===== src/rtl/branch_resolve_queue.sv =====
// In-order branch resolution queue: records predictions at fetch, emits registered
// training strobes on resolution, and flushes wrong-path entries on a misprediction.
module branch_resolve_queue #(
  parameter int DEPTH = 8,
  parameter int PCW   = 7,
  parameter int HW    = 7
) (
  input  logic                     clk,
  input  logic                     rst_n,
  input  logic                     enq_valid,
  input  logic [PCW-1:0]           enq_pc,
  input  logic [HW-1:0]            enq_history,
  input  logic                     enq_pred_taken,
  output logic                     enq_ready,
  input  logic                     res_valid,
  input  logic                     res_taken,
  output logic                     train_valid,
  output logic                     train_taken,
  output logic                     train_mispredicted,
  output logic [PCW-1:0]           train_pc,
  output logic [HW-1:0]            train_history,
  output logic                     flush,
  output logic [$clog2(DEPTH):0]   count,
  output logic                     underflow
);

  localparam int AW = $clog2(DEPTH);
  localparam int CW = AW + 1;

  typedef struct packed {
    logic [PCW-1:0] pc;
    logic [HW-1:0]  history;
    logic           pred_taken;
  } entry_t;

  entry_t         mem_q [DEPTH];
  logic [AW-1:0]  rd_ptr_q, rd_ptr_d, wr_ptr_q, wr_ptr_d;
  logic [CW-1:0]  count_q, count_d;
  logic           train_valid_q, train_valid_d;
  logic           train_taken_q, train_taken_d;
  logic           train_mis_q, train_mis_d;
  logic [PCW-1:0] train_pc_q, train_pc_d;
  logic [HW-1:0]  train_hist_q, train_hist_d;
  logic           flush_q, flush_d;
  logic           underflow_q, underflow_d;

  logic   enq_fire, res_fire, mis;
  entry_t head;

  assign enq_ready = (count_q != CW'(DEPTH));
  assign enq_fire  = enq_valid && enq_ready;
  assign res_fire  = res_valid && (count_q != '0);
  assign head      = mem_q[rd_ptr_q];
  assign mis       = res_taken ^ head.pred_taken;

  always_comb begin
    // NOTE: every variable gets a default first so no path leaves it unassigned (no latches).
    rd_ptr_d      = rd_ptr_q;
    wr_ptr_d      = wr_ptr_q;
    count_d       = count_q;
    train_valid_d = 1'b0;
    train_mis_d   = 1'b0;
    flush_d       = 1'b0;
    train_taken_d = train_taken_q;
    train_pc_d    = train_pc_q;
    train_hist_d  = train_hist_q;
    underflow_d   = underflow_q;

    if (enq_fire) begin
      wr_ptr_d = wr_ptr_q + AW'(1);
      count_d  = count_q + CW'(1);
    end

    if (res_fire) begin
      train_valid_d = 1'b1;
      train_taken_d = res_taken;
      train_mis_d   = mis;
      train_pc_d    = head.pc;
      train_hist_d  = head.history;
      if (mis) begin
        // Everything younger than the head is wrong-path, including a same-cycle enqueue.
        wr_ptr_d = rd_ptr_q;
        count_d  = '0;
        flush_d  = 1'b1;
      end else begin
        rd_ptr_d = rd_ptr_q + AW'(1);
        count_d  = enq_fire ? count_q : count_q - CW'(1);
      end
    end else if (res_valid) begin
      underflow_d = 1'b1;
    end
  end

  always_ff @(posedge clk or negedge rst_n) begin
    // NOTE: sequential state uses non-blocking assignments so all registers update together.
    if (!rst_n) begin
      rd_ptr_q      <= '0;
      wr_ptr_q      <= '0;
      count_q       <= '0;
      train_valid_q <= 1'b0;
      train_taken_q <= 1'b0;
      train_mis_q   <= 1'b0;
      train_pc_q    <= '0;
      train_hist_q  <= '0;
      flush_q       <= 1'b0;
      underflow_q   <= 1'b0;
    end else begin
      rd_ptr_q      <= rd_ptr_d;
      wr_ptr_q      <= wr_ptr_d;
      count_q       <= count_d;
      train_valid_q <= train_valid_d;
      train_taken_q <= train_taken_d;
      train_mis_q   <= train_mis_d;
      train_pc_q    <= train_pc_d;
      train_hist_q  <= train_hist_d;
      flush_q       <= flush_d;
      underflow_q   <= underflow_d;
    end
  end

  // NOTE: the entry storage has no reset; count and pointers alone decide which entries are live.
  always_ff @(posedge clk) begin
    if (enq_fire) mem_q[wr_ptr_q] <= '{pc: enq_pc, history: enq_history, pred_taken: enq_pred_taken};
  end

  assign train_valid        = train_valid_q;
  assign train_taken        = train_taken_q;
  assign train_mispredicted = train_mis_q;
  assign train_pc           = train_pc_q;
  assign train_history      = train_hist_q;
  assign flush              = flush_q;
  assign count              = count_q;
  assign underflow          = underflow_q;

endmodule


===== config.mk =====
export PLATFORM = sky130hd
export DESIGN_NAME = branch_resolve_queue
export DESIGN_NICKNAME = d
export VERILOG_FILES = /design/src/rtl/branch_resolve_queue.sv
export SDC_FILE = /design/constraint.sdc
export NUM_CORES = 1
export LEC_CHECK = 0
export BUFFER_PORTS_ARGS = -buffer_cell sky130_fd_sc_hd__buf_2
export CORE_MARGIN = 2
export CORE_UTILIZATION = 40
export DETAILED_ROUTE_END_ITERATION = 7
export SKIP_LAST_GASP = 1
export SYNTH_ARGS = -nofsm -noshare
export SYNTH_HDL_FRONTEND = slang
export SYNTH_SLANG_ARGS = --single-unit

===== constraint.sdc =====
create_clock -name clk -period 2.99 [get_ports clk]
set_input_delay 0.299 -clock clk [delete_from_list [all_inputs] [get_ports clk]]
set_output_delay 0.299 -clock clk [all_outputs]
set_load 0.01 [all_outputs]

==> key figures <==
Outcome
  • Status: finished, final reports clean

Synthesis
  • Mapped Nets: ~340
  • Async SR Flop Fraction: 0.1892
  • Post-synth top area cell: edfxtp_1
  • FF+latch count, synth: between 100 and 150
  • Mapped Area: slightly below 6000 sq um
  • Synth area leaders: edfxtp_1 (61%), dfrtp_1 (12%), mux4_2 (11%)
  • Top cells by count, synth: edfxtp_1 (120), dfrtp_1 (28), mux4_2 (28)
  • Avg Inst Size Synth: 18.71 sq um
  • Synth top area share: 0.6133
  • Main synth FF type: edfxtp_1
  • YS warnings: 0
  • Post-synth EDFFs: 120
  • Count of different cell masters after synthesis: 39
  • Synth Instances: roughly 310
  • Most common cell in the netlist: edfxtp_1
  • Seq/Total Area, Yosys: 0.7325

Cells and area
  • Area Growth Syn to Fin: 18.70%
  • Register Area: between 4000 and 5000 sq um
  • Fillers: 1228
  • Area of the multi-input gates: around 1500 sq um
  • N_diodes: 0
  • Layout Cells excl Fill: between 500 and 600
  • Core Util, Final: 0.4835
  • Nets: 400
  • Share of layout cells above drive strength 1: 0.3376

Place
  • IO buf count: 43
  • Post-placement cell count: roughly 540
  • DP HPWL: around 6700 microns
  • GPL Wtd Cong: 0.7465

Hold path
  • WHS Path Cells: 1
  • Hold WC Path Type: input port to flip-flop

Critical path
  • FF-to-FF path depth: 8
  • Kind of critical path: flip-flop to flip-flop
  • WP data required: about 3.3 ns
  • Nature of the critical path endpoint: flip-flop
  • WP data arrival: about 2.6 ns
  • Crit Path Max Fanout: 31
  • Startpoint Class: flip-flop

Flow run
  • Max cap viols: 0

Global route
  • Total gr overflow: 0
  • Largest net degree at the start of global routing: 32
  • Vias in the first global route: between 3000 and 4000
  • Total GRT Usage: 0.1520
  • Antenna violations before repair: 0
  • First-pass GRT wire length: around 18000 microns

STA
  • Final setup vio count: 0
  • RSZ-0062 raised after global routing: false
  • Max Clk Rate: around 430 MHz
  • Final worst-path cycle share: 0.7704
  • Clock Skew: approximately 0.0051 ns
  • Worst slew pin tran: between 0.6 and 0.7 ns
  • Post-route minimum period: 2.304 ns
  • Final setup TNS: 0 ns
  • Hold Vio Cnt, Final: 0
  • Slew Viols, Final: 0
  • Slew margin rel.: 0.5507

Clocking
  • Num CTS Buffers: 17
  • H-tree levels: 4
  • Clk root buf: clkbuf_16
  • Clock transition at path regs: roughly 0.06 ns
  • CTS tree: yes
  • Skew-Pair Late Insertion Delay: 0.42 ns
  • Sink Count: about 150
  • Largest buffer count on any clock path: 2
  • CTS resizes: 0

Detailed routing
  • Pre-antenna DRT Iters: 4
  • Antenna-violating nets left: 0
  • Post-DR vias/cell: about 5.1
  • Total wire length: roughly 11000 microns
  • Wire length per cell: just under 20 microns
  • DR iter-0 viols: roughly 210
  • Via count: just under 3000
  • Drt drc: 0

Power
  • Power per cell area: roughly 1000 nW/um^2
  • Lkg Pwr: around 2.5 nW
  • Maximum VDD drop: 0.5914 mV

Floorplanning
  • Die ar.: about 16000 sq um
  • Site Rows: 44
  • I/O pin total: 44
  • Die Ht: between 100 and 150 microns
  • Core Region: about 14000 sq um
  • Chip Width: approximately 130 microns
  • Initial cell density of the core: 0.4074
-- through the flow --
step	setup slack (ns)	hold slack (ns)	power (mW)	instance area, sq um
2_1_floorplan	0.1586	0.003409	4.383	5882
3_3_place_gp	0.7788	0.3761	4.973	6371
3_5_place_dp	0.7028	0.3882	5.025	6371
4_1_cts	0.6693	0.1340	7.140	6974
5_1_grt	0.5162	0.1522	7.420	6974
6_report	0.6865	0.1460	7.035	6974
-- state kept, by name, indices dropped and copies added (netlist names) --
register / cells
mem_q: 120
train_history: 7
train_pc: 7
count: 4
rd_ptr_q: 3
wr_ptr_q: 3
flush: 1
train_taken: 1
train_valid: 1
underflow: 1
-- where the power goes --
group          leakage (nW)  switching, mW  internal [mW]
registers              1.43          0.328           2.67
logic                 0.816          0.975          0.960
clock network         0.277          0.799           1.31
total                  2.52           2.10           4.93
-- logic make-up after synthesis --
kind of cell,count (synthesis),synth area share
multiplexers,54,0.1569
XOR/XNOR,8,0.01193
adder cells (fa/ha/maj),5,0.01065
AO/OA/AOI/OAI,23,0.02385
flip-flops,148,0.7325
AND/OR/NAND/NOR,55,0.04621
buffers and inverters,21,0.01789
-- layout by cell type, fill, tap and decap left out, types with 5 or more instances in the layout --
master | Yosys | layout
mux2i_1 | 19 | 19
clkbuf_16 | 0 | 17
o21ai_0 | 15 | 15
nor2_1 | 8 | 8
xnor2_1 | 5 | 5
ha_1 | 5 | 5
edfxtp_1 | 120 | 120
buf_4 | 3 | 12
nand2_1 | 24 | 24
inv_1 | 6 | 6
mux4_2 | 28 | 28
dfrtp_1 | 28 | 27
buf_2 | 4 | 43
-- per-layer routing --
layer,wire (microns),up-vias,GRT usage
met3,453,14,0.03894
li1,-,1352,-
met1,4862,1507,0.1919
met4,169,0,0.05294
met2,5637,57,0.2567
met5,0,-,0
-- what timing repair did --
item | CTS | global route
hold endpoints to repair | 28 | 0
hold buffers | 1 | 0
buffers inserted | 0 | 0
-- layout make-up --
class	instances	area share
multi-input cells	145	0.2153
flip-flops and latches	148	0.6173
clock inverters	13	0.02296
repair buffers	56	0.04521
inverters	7	0.004126
well taps	184	0.03301
clock buffers	19	0.06207
-- worst max-delay path, cell delays in order, from the launching register on --
cell	delay, ns
dfrtp_1	0.42
inv_1	0.13
ha_1	0.21
or3b_4	0.43
nand2_4	0.28
inv_4	0.10
nand2_2	0.13
mux2i_1	0.14
mux2_1	0.33
-- worst paths after layout --
| path | slack, ns | start | endpoint |
|---|---|---|---|
| max | 0.69 | count[1] | rd_ptr_q[1] |
| min | 0.15 | enq_pc[3] | mem_q[7][11] |
| max reg2reg | 0.69 | count[1] | rd_ptr_q[1] |
| min reg2reg | 0.47 | train_history[0] | train_history[0] |
| max in group asynchronous | 2.06 | rst_n | rd_ptr_q[0] |
| min in group asynchronous | 0.46 | rst_n | flush |
(Power assumes the default switching activity.)
